<file path="src/rtl/uart_cfg_pkg.sv">
// uart_cfg_pkg: shared constants and FSM state encodings for uart_cfg.
// Rev 1.0
`default_nettype none
package uart_cfg_pkg;
  localparam int PAR_NONE = 0;
  localparam int PAR_ODD  = 1;
  localparam int PAR_EVEN = 2;
  localparam int OS_TICKS = 16;

  typedef enum logic [2:0] {
    RX_IDLE   = 3'd0,
    RX_START  = 3'd1,
    RX_DATA   = 3'd2,
    RX_PARITY = 3'd3,
    RX_STOP   = 3'd4
  } rx_state_t;

  typedef enum logic [2:0] {
    TX_IDLE   = 3'd0,
    TX_START  = 3'd1,
    TX_DATA   = 3'd2,
    TX_PARITY = 3'd3,
    TX_STOP   = 3'd4
  } tx_state_t;
endpackage
`default_nettype wire

</file>
<file path="src/rtl/uart_fifo_fwft.sv">
// uart_fifo_fwft: first-word-fall-through FIFO with 2^AW entries.
// Rev 1.0
`default_nettype none
module uart_fifo_fwft #(
  parameter int WIDTH = 8,
  parameter int AW    = 4
) (
  input  logic             clk,
  input  logic             reset,
  input  logic             wr,
  input  logic [WIDTH-1:0] wr_data,
  input  logic             rd,
  output logic [WIDTH-1:0] rd_data,
  output logic             full,
  output logic             empty
);
  logic [WIDTH-1:0] r_mem [0:(1<<AW)-1];
  logic [AW-1:0]    r_wptr, r_rptr;
  logic             r_full, r_empty;
  logic             w_do_rd, w_do_wr;
  logic [AW-1:0]    w_wptr_inc, w_rptr_inc;

  // A read frees the slot a simultaneous write needs, so full does not block it.
  assign w_do_rd    = rd & ~r_empty;
  assign w_do_wr    = wr & (~r_full | w_do_rd);
  assign w_wptr_inc = r_wptr + 1'b1;
  assign w_rptr_inc = r_rptr + 1'b1;

  always_ff @(posedge clk) begin
    if (w_do_wr) r_mem[r_wptr] <= wr_data;
  end

  always_ff @(posedge clk or posedge reset) begin
    if (reset) begin
      r_wptr  <= '0;
      r_rptr  <= '0;
      r_full  <= 1'b0;
      r_empty <= 1'b1;
    end else begin
      if (w_do_wr) r_wptr <= w_wptr_inc;
      if (w_do_rd) r_rptr <= w_rptr_inc;
      if (w_do_wr && !w_do_rd) begin
        r_empty <= 1'b0;
        r_full  <= (w_wptr_inc == r_rptr);
      end else if (w_do_rd && !w_do_wr) begin
        r_full  <= 1'b0;
        r_empty <= (w_rptr_inc == r_wptr);
      end
    end
  end

  assign rd_data = r_empty ? '0 : r_mem[r_rptr];
  assign full    = r_full;
  assign empty   = r_empty;
endmodule
`default_nettype wire

</file>
<file path="src/rtl/uart_cfg.sv">
// uart_cfg: full-duplex UART, runtime baud divisor, optional parity, RX error flags.
// Rev 1.0
`default_nettype none
module uart_cfg
  import uart_cfg_pkg::*;
#(
  parameter int DBITS     = 8,
  parameter int PARITY    = 0,
  parameter int SB_TICKS  = 16,
  parameter int FIFO_AW   = 4,
  parameter int DVSR_BITS = 11
) (
  input  logic                 clk,
  input  logic                 reset,
  input  logic [DVSR_BITS-1:0] dvsr,
  input  logic                 rx,
  output logic                 tx,
  input  logic                 wr_uart,
  input  logic [DBITS-1:0]     wr_data,
  output logic                 tx_full,
  output logic                 tx_empty,
  input  logic                 rd_uart,
  output logic [DBITS-1:0]     rd_data,
  output logic                 rd_perr,
  output logic                 rd_ferr,
  output logic                 rx_empty,
  output logic                 overrun,
  input  logic                 clr_err
);
  localparam logic [4:0] c_MID      = 5'd7;
  localparam logic [4:0] c_BIT_END  = 5'(OS_TICKS - 1);
  localparam logic [4:0] c_STOP_END = 5'(SB_TICKS - 1);
  localparam logic [2:0] c_LAST_BIT = 3'(DBITS - 1);
  localparam logic       c_HAS_PAR  = (PARITY != PAR_NONE);

  logic [DVSR_BITS-1:0] r_tcnt;
  logic                 w_tick;

  assign w_tick = (r_tcnt >= dvsr);

  always_ff @(posedge clk or posedge reset) begin
    if (reset) r_tcnt <= '0;
    else       r_tcnt <= w_tick ? '0 : r_tcnt + 1'b1;
  end

  // ---------------- receiver ----------------
  logic             r_rx_meta, r_rx_sync;
  rx_state_t        r_rx_state, w_rx_state_nxt;
  logic [4:0]       r_rx_s, w_rx_s_nxt;
  logic [2:0]       r_rx_n, w_rx_n_nxt;
  logic [DBITS-1:0] r_rx_b, w_rx_b_nxt;
  logic             r_rx_perr, w_rx_perr_nxt;
  logic             w_rx_push, w_rx_full, r_overrun;
  logic [DBITS+1:0] w_rx_head;

  always_ff @(posedge clk or posedge reset) begin
    if (reset) begin
      r_rx_meta  <= 1'b1;
      r_rx_sync  <= 1'b1;
      r_rx_state <= RX_IDLE;
      r_rx_s     <= '0;
      r_rx_n     <= '0;
      r_rx_b     <= '0;
      r_rx_perr  <= 1'b0;
    end else begin
      r_rx_meta  <= rx;
      r_rx_sync  <= r_rx_meta;
      r_rx_state <= w_rx_state_nxt;
      r_rx_s     <= w_rx_s_nxt;
      r_rx_n     <= w_rx_n_nxt;
      r_rx_b     <= w_rx_b_nxt;
      r_rx_perr  <= w_rx_perr_nxt;
    end
  end

  always_comb begin
    w_rx_state_nxt = r_rx_state;
    w_rx_s_nxt     = r_rx_s;
    w_rx_n_nxt     = r_rx_n;
    w_rx_b_nxt     = r_rx_b;
    w_rx_perr_nxt  = r_rx_perr;
    w_rx_push      = 1'b0;
    case (r_rx_state)
      RX_IDLE: if (!r_rx_sync) begin
        w_rx_state_nxt = RX_START;
        w_rx_s_nxt     = '0;
        w_rx_perr_nxt  = 1'b0;
      end
      RX_START: if (w_tick) begin
        if (r_rx_s == c_MID) begin
          if (r_rx_sync) begin
            w_rx_state_nxt = RX_IDLE;
          end else begin
            w_rx_state_nxt = RX_DATA;
            w_rx_s_nxt     = '0;
            w_rx_n_nxt     = '0;
          end
        end else w_rx_s_nxt = r_rx_s + 5'd1;
      end
      RX_DATA: if (w_tick) begin
        if (r_rx_s == c_BIT_END) begin
          w_rx_s_nxt = '0;
          w_rx_b_nxt = {r_rx_sync, r_rx_b[DBITS-1:1]};
          if (r_rx_n == c_LAST_BIT) w_rx_state_nxt = c_HAS_PAR ? RX_PARITY : RX_STOP;
          else                      w_rx_n_nxt     = r_rx_n + 3'd1;
        end else w_rx_s_nxt = r_rx_s + 5'd1;
      end
      RX_PARITY: if (w_tick) begin
        if (r_rx_s == c_BIT_END) begin
          w_rx_s_nxt     = '0;
          w_rx_state_nxt = RX_STOP;
          w_rx_perr_nxt  = (PARITY == PAR_ODD) ? ~((^r_rx_b) ^ r_rx_sync)
                                               : ((^r_rx_b) ^ r_rx_sync);
        end else w_rx_s_nxt = r_rx_s + 5'd1;
      end
      RX_STOP: if (w_tick) begin
        if (r_rx_s == c_STOP_END) begin
          w_rx_push      = 1'b1;
          w_rx_state_nxt = RX_IDLE;
        end else w_rx_s_nxt = r_rx_s + 5'd1;
      end
      default: w_rx_state_nxt = RX_IDLE;
    endcase
  end

  uart_fifo_fwft #(.WIDTH(DBITS + 2), .AW(FIFO_AW)) u_rx_fifo (
    .clk     (clk),
    .reset   (reset),
    .wr      (w_rx_push),
    .wr_data ({~r_rx_sync, r_rx_perr, r_rx_b}),
    .rd      (rd_uart),
    .rd_data (w_rx_head),
    .full    (w_rx_full),
    .empty   (rx_empty)
  );

  // A pop in the same cycle makes room, so the word is only lost without one.
  always_ff @(posedge clk or posedge reset) begin
    if (reset)                                r_overrun <= 1'b0;
    else if (w_rx_push && w_rx_full && !rd_uart) r_overrun <= 1'b1;
    else if (clr_err)                         r_overrun <= 1'b0;
  end

  assign rd_data = w_rx_head[DBITS-1:0];
  assign rd_perr = w_rx_head[DBITS];
  assign rd_ferr = w_rx_head[DBITS+1];
  assign overrun = r_overrun;

  // ---------------- transmitter ----------------
  tx_state_t        r_tx_state, w_tx_state_nxt;
  logic [4:0]       r_tx_s, w_tx_s_nxt;
  logic [2:0]       r_tx_n, w_tx_n_nxt;
  logic [DBITS-1:0] r_tx_b, w_tx_b_nxt;
  logic             r_tx_par, w_tx_par_nxt;
  logic             r_tx, w_tx_nxt;
  logic             w_tx_pop, w_txf_empty, w_tx_par_head;
  logic [DBITS-1:0] w_tx_head;

  assign w_tx_par_head = (PARITY == PAR_ODD) ? ~(^w_tx_head) : (^w_tx_head);

  always_ff @(posedge clk or posedge reset) begin
    if (reset) begin
      r_tx_state <= TX_IDLE;
      r_tx_s     <= '0;
      r_tx_n     <= '0;
      r_tx_b     <= '0;
      r_tx_par   <= 1'b0;
      r_tx       <= 1'b1;
    end else begin
      r_tx_state <= w_tx_state_nxt;
      r_tx_s     <= w_tx_s_nxt;
      r_tx_n     <= w_tx_n_nxt;
      r_tx_b     <= w_tx_b_nxt;
      r_tx_par   <= w_tx_par_nxt;
      r_tx       <= w_tx_nxt;
    end
  end

  always_comb begin
    w_tx_state_nxt = r_tx_state;
    w_tx_s_nxt     = r_tx_s;
    w_tx_n_nxt     = r_tx_n;
    w_tx_b_nxt     = r_tx_b;
    w_tx_par_nxt   = r_tx_par;
    w_tx_pop       = 1'b0;
    case (r_tx_state)
      TX_IDLE: if (!w_txf_empty) begin
        w_tx_pop       = 1'b1;
        w_tx_b_nxt     = w_tx_head;
        w_tx_par_nxt   = w_tx_par_head;
        w_tx_s_nxt     = '0;
        w_tx_state_nxt = TX_START;
      end
      TX_START: if (w_tick) begin
        if (r_tx_s == c_BIT_END) begin
          w_tx_s_nxt     = '0;
          w_tx_n_nxt     = '0;
          w_tx_state_nxt = TX_DATA;
        end else w_tx_s_nxt = r_tx_s + 5'd1;
      end
      TX_DATA: if (w_tick) begin
        if (r_tx_s == c_BIT_END) begin
          w_tx_s_nxt = '0;
          w_tx_b_nxt = r_tx_b >> 1;
          if (r_tx_n == c_LAST_BIT) w_tx_state_nxt = c_HAS_PAR ? TX_PARITY : TX_STOP;
          else                      w_tx_n_nxt     = r_tx_n + 3'd1;
        end else w_tx_s_nxt = r_tx_s + 5'd1;
      end
      TX_PARITY: if (w_tick) begin
        if (r_tx_s == c_BIT_END) begin
          w_tx_s_nxt     = '0;
          w_tx_state_nxt = TX_STOP;
        end else w_tx_s_nxt = r_tx_s + 5'd1;
      end
      TX_STOP: if (w_tick) begin
        if (r_tx_s == c_STOP_END) begin
          // Chain straight into the next queued word so frames stay contiguous.
          w_tx_s_nxt = '0;
          if (!w_txf_empty) begin
            w_tx_pop       = 1'b1;
            w_tx_b_nxt     = w_tx_head;
            w_tx_par_nxt   = w_tx_par_head;
            w_tx_state_nxt = TX_START;
          end else w_tx_state_nxt = TX_IDLE;
        end else w_tx_s_nxt = r_tx_s + 5'd1;
      end
      default: w_tx_state_nxt = TX_IDLE;
    endcase
    case (w_tx_state_nxt)
      TX_START:  w_tx_nxt = 1'b0;
      TX_DATA:   w_tx_nxt = w_tx_b_nxt[0];
      TX_PARITY: w_tx_nxt = w_tx_par_nxt;
      default:   w_tx_nxt = 1'b1;
    endcase
  end

  uart_fifo_fwft #(.WIDTH(DBITS), .AW(FIFO_AW)) u_tx_fifo (
    .clk     (clk),
    .reset   (reset),
    .wr      (wr_uart),
    .wr_data (wr_data),
    .rd      (w_tx_pop),
    .rd_data (w_tx_head),
    .full    (tx_full),
    .empty   (w_txf_empty)
  );

  assign tx       = r_tx;
  assign tx_empty = w_txf_empty & (r_tx_state == TX_IDLE);
endmodule
`default_nettype wire
</file>
<file path="config.mk">
export PLATFORM = sky130hd
export DESIGN_NAME = uart_cfg
export DESIGN_NICKNAME = d
export VERILOG_FILES = /design/src/rtl/uart_cfg_pkg.sv /design/src/rtl/uart_fifo_fwft.sv /design/src/rtl/uart_cfg.sv
export SDC_FILE = /design/constraint.sdc
export NUM_CORES = 1
export LEC_CHECK = 0
export BUFFER_PORTS_ARGS = -buffer_cell sky130_fd_sc_hd__buf_2
export CORE_ASPECT_RATIO = 0.75
export CORE_UTILIZATION = 56
export CTS_CLUSTER_DIAMETER = 60
export DETAILED_ROUTE_END_ITERATION = 12
export GPL_TIMING_DRIVEN = 0
export MAX_ROUTING_LAYER = met4
export PLACE_DENSITY_LB_ADDON = 0.25
export SYNTH_ARGS = -nofsm -noshare
export SYNTH_HDL_FRONTEND = slang
export SYNTH_SLANG_ARGS = --single-unit
</file>
<file path="constraint.sdc">
create_clock -name clk -period 3.6 [get_ports clk]
set_input_delay 0.18 -clock clk [delete_from_list [all_inputs] [get_ports clk]]
set_output_delay 0.18 -clock clk [all_outputs]
set_load 0.01 [all_outputs]
</file>
==> reports/summary.txt <==
Crit path required time = 3.42 ns
Worst reg-to-reg path cell count = 13
Net Sw Power = 3.017 mW
Sequential cell area fraction in the yosys report = 0.6747
Routed Antenna Nets = 0
CORE AREA = 0.02720 sq mm
Post-synth ARST share = 0.2066
Clock transition at path regs = 0.07 ns
Pleak = 6.804 nW
Final hold viol count = 0
Clock share of power = 0.344
Switch share = 0.2756
Distinct cell type count after synthesis = 65
Reg2Reg Capture Point = u_tx_fifo.empty$_DFFE_PP1P_
Relative slew slack = 0.3435
Share of cells above drive strength 1 = 0.2398
Mapped Area = 0.01561 sq mm
DP HPWL = 20730 microns
Dpl cell area = 0.01639 sq mm
Clk_skew = 0.03008 ns
Num CTS Buffers = 36
Pins over their slew limit = 0
Comb pwr share = 0.194
Gpl congestion = 0.8611
Routed via count = 8536
Syn avg cell area = 17.40 sq um
Drt drc = 0
Synth Instances = 897
GRT busiest layer = met1
Syn. warnings = 0
Crit path capture type = output pin
Status = finished, final reports clean
Yosys reg bits = 363
Multi-input logic area = 0.004976 sq mm
Met3 Use GR = 0.04019
VDD IR max = 0.4104 mV
Final nets = 1058
R2r setup slk = 0.18 ns
Clock sink total = 363
Fill cells = 1811
Skew-Pair Late Insertion Delay = 0.53 ns
GR Layer Usage met2 = 0.3435
Routed len/inst = 23.39 microns
Maximum fanout along the worst path = 10
Initial Util = 0.5739
Hold WC Path Type = in2reg
Congestion Overflow GR = 0
M1 GR Usage = 0.3639
RR Startpoint = r_tcnt[0]$_DFF_PP0_
DR pass1 iterations = 5
Site Rows = 52
Total GRT Usage = 0.2398
Pwr Density = 608.5 mW/mm^2
CP startpoint = u_rx_fifo.r_rptr[0]$_DFFE_PP0P_
Worst Setup EP = rd_data[5]
Clock root cell = clkbuf_16
F_max = 292.4 MHz
Initial antenna violation count = 0
Area occupied by registers = 0.01053 sq mm
CTS tree = yes
Number of port buffers = 39
Syn nets = 954
Routed WL = 32200 microns
Crit path kind = reg2out
Die X = 194.8 microns
P&R area growth vs syn = 15.25%
Critical Path Start Type = flip-flop
RSZ-0062 raised after global routing = no
Die area = 0.02855 sq mm
Flop pwr share = 0.462
EDFF count, synth = 288
Max clock buf depth = 3
Vias in the first global route = 8449
I/O Pins = 40
Design Area, Final = 0.01799 sq mm
Ys flop type = edfxtp_1
Actual slew at the worst max-slew pin = 0.9848 ns
Int Power = 7.930 mW
Crit path DAT = 3.24 ns
Initial drt markers = 645
First-pass GRT wire length = 49820 microns
Placed insts = 1296
Avg Vias per Cell = 6.199
Non-filler cells in the finished layout = 1377
Endpoints failing setup = 0
Minimum clock period = 3.420 ns
Htree depth = 2
Die H = 146.6 microns
Antenna Cells = 0
Maxcap violations = 0
Period Utilization, post-route = 0.9500
Largest net degree at the start of global routing = 61
power by group through the flow:
stage	registers (mW)	clock network, mW	logic (mW)
2_1_floorplan	5.08	0	1.49
3_3_place_gp	5.13	0	1.97
5_1_grt	5.09	3.97	2.32
3_5_place_dp	5.15	0	2.04
4_1_cts	5.06	3.81	2.13
6_report	5.06	3.76	2.12
critical path: stages, from the launching register on:
cell,delay (ns)
dfrtp_1,0.37
clkbuf_1,0.40
clkdlybuf4s18_2,0.53
mux4_2,0.59
mux4_2,0.52
nor2b_1,0.15
buf_2,0.16
synthesized netlist by cell type, types with 8 or more instances:
cell type / n / share of area
nand3_1: 24 / 0.0077
mux4_1: 26 / 0.044
o31ai_1: 8 / 0.0038
nor2b_1: 13 / 0.0052
nand2b_1: 9 / 0.0036
edfxtp_1: 288 / 0.55
ha_1: 32 / 0.026
dfrtp_1: 70 / 0.11
inv_1: 24 / 0.0058
a21oi_1: 9 / 0.0029
clkbuf_1: 25 / 0.0060
mux2_2: 13 / 0.0094
nor3_1: 10 / 0.0032
xor2_1: 19 / 0.011
mux4_2: 57 / 0.082
nand2_1: 25 / 0.0060
a22o_1: 13 / 0.0073
xnor2_1: 35 / 0.020
nor2_1: 53 / 0.013
and4b_1: 8 / 0.0051
o21ai_0: 17 / 0.0055
metal layers:
| metal | share of wire | wire [microns] |
|---|---|---|
| met1 | 0.47 | 15170 |
| met2 | 0.45 | 14470 |
| met3 | 0.067 | 2154 |
| met4 | 0.013 | 414 |
| met5 | 0 | 0 |
cell families after synthesis:
logic type | after synthesis | synth area share
DFF | 363 | 0.6747
and+or+nand+nor | 180 | 0.06116
AOI/OAI and AO/OA | 100 | 0.04729
muxes | 100 | 0.1380
buffers and inverters | 66 | 0.02044
xor gates and xnor gates | 56 | 0.03279
adders and majority gates | 32 | 0.02565
cell type report:
cell class | instances | area share
Clock buffer | 41 | 0.05168
Multi-Input combinational cell | 468 | 0.2766
Timing Repair Buffer | 68 | 0.02907
Tap cell | 351 | 0.02441
Buffer | 39 | 0.01356
Inverter | 25 | 0.005355
Sequential cell | 363 | 0.5855
Clock inverter | 22 | 0.01384
cells in the final DEF (no fill, tap or decap), types with 5 or more instances in the layout:
cell type      count
dfrtp_1           69
mux4_2            57
dfstp_2            5
xnor2_1           35
a21o_1             6
o21ai_0           16
clkinv_1           5
nor2_4            12
mux4_1            26
nor3_1             6
ha_1              31
nand2_1           22
o22ai_1            5
nor2b_1           13
nor2_1            41
edfxtp_1         288
buf_4             17
a22o_1            13
nand3_1           24
a221oi_1           6
clkbuf_16         36
a21oi_1            9
clkbuf_1          26
and2_1             5
and4_1             5
mux2_2            13
and4b_1            8
buf_2             41
nand2b_1           9
dlygate4sd3_1      5
inv_1             23
xor2_1            19
buf_12             7
o31ai_1            8
buf_6              5
or3_1              5
state kept, by name, summed over array words and instances (netlist names), 3 cells and up:
| name | cells |
|---|---|
| u_rx_fifo.r_mem | 160 |
| u_tx_fifo.r_mem | 128 |
| r_tcnt | 11 |
| r_rx_b | 8 |
| r_tx_b | 8 |
| r_rx_s | 5 |
| r_tx_s | 5 |
| u_rx_fifo.r_rptr | 4 |
| u_rx_fifo.r_wptr | 4 |
| u_tx_fifo.r_rptr | 4 |
| u_tx_fifo.r_wptr | 4 |
| r_rx_n | 3 |
| r_rx_state | 3 |
| r_tx_n | 3 |
| r_tx_state | 3 |
per-stage QoR:
stage	util	hold WS (ns)	total power [mW]	setup slack [ns]	setup TNS, ns
6_report	0.6615	0.02233	10.95	0.1799	0
5_1_grt	0.6615	0.01305	11.39	0.0004621	0
4_1_cts	0.6562	0.008401	11.00	0.01434	0
3_5_place_dp	0.6028	0.1392	7.189	-0.4147	-51.59
3_3_place_gp	0.5973	0.2886	7.105	-1.215	-118.54
2_1_floorplan	-	0.1845	6.571	0.08348	0
worst min-delay path by stage:
stage / from / endpoint / depth (start not counted)
3_3_place_gp: rx / r_rx_meta$_DFF_PP1_ / 1
2_1_floorplan: rx / r_rx_meta$_DFF_PP1_ / 0
3_5_place_dp: reset / r_tcnt[4]$_DFF_PP0_ / 2
6_report: wr_data[4] / u_tx_fifo.r_mem[1][4]$_DFFE_PP_ / 1
4_1_cts: wr_data[4] / u_tx_fifo.r_mem[1][4]$_DFFE_PP_ / 1
5_1_grt: wr_data[4] / u_tx_fifo.r_mem[1][4]$_DFFE_PP_ / 1
what timing repair did:
item	in CTS	in global routing
resized for setup	42	15
setup buffers	7	8
pin swaps	8	8
cloned	0	0
hold buffers	5	0
endpoints found under the setup margin	281	219
endpoints found under the hold margin	77	0
No activity file was read; power rests on OpenSTA's default activity.
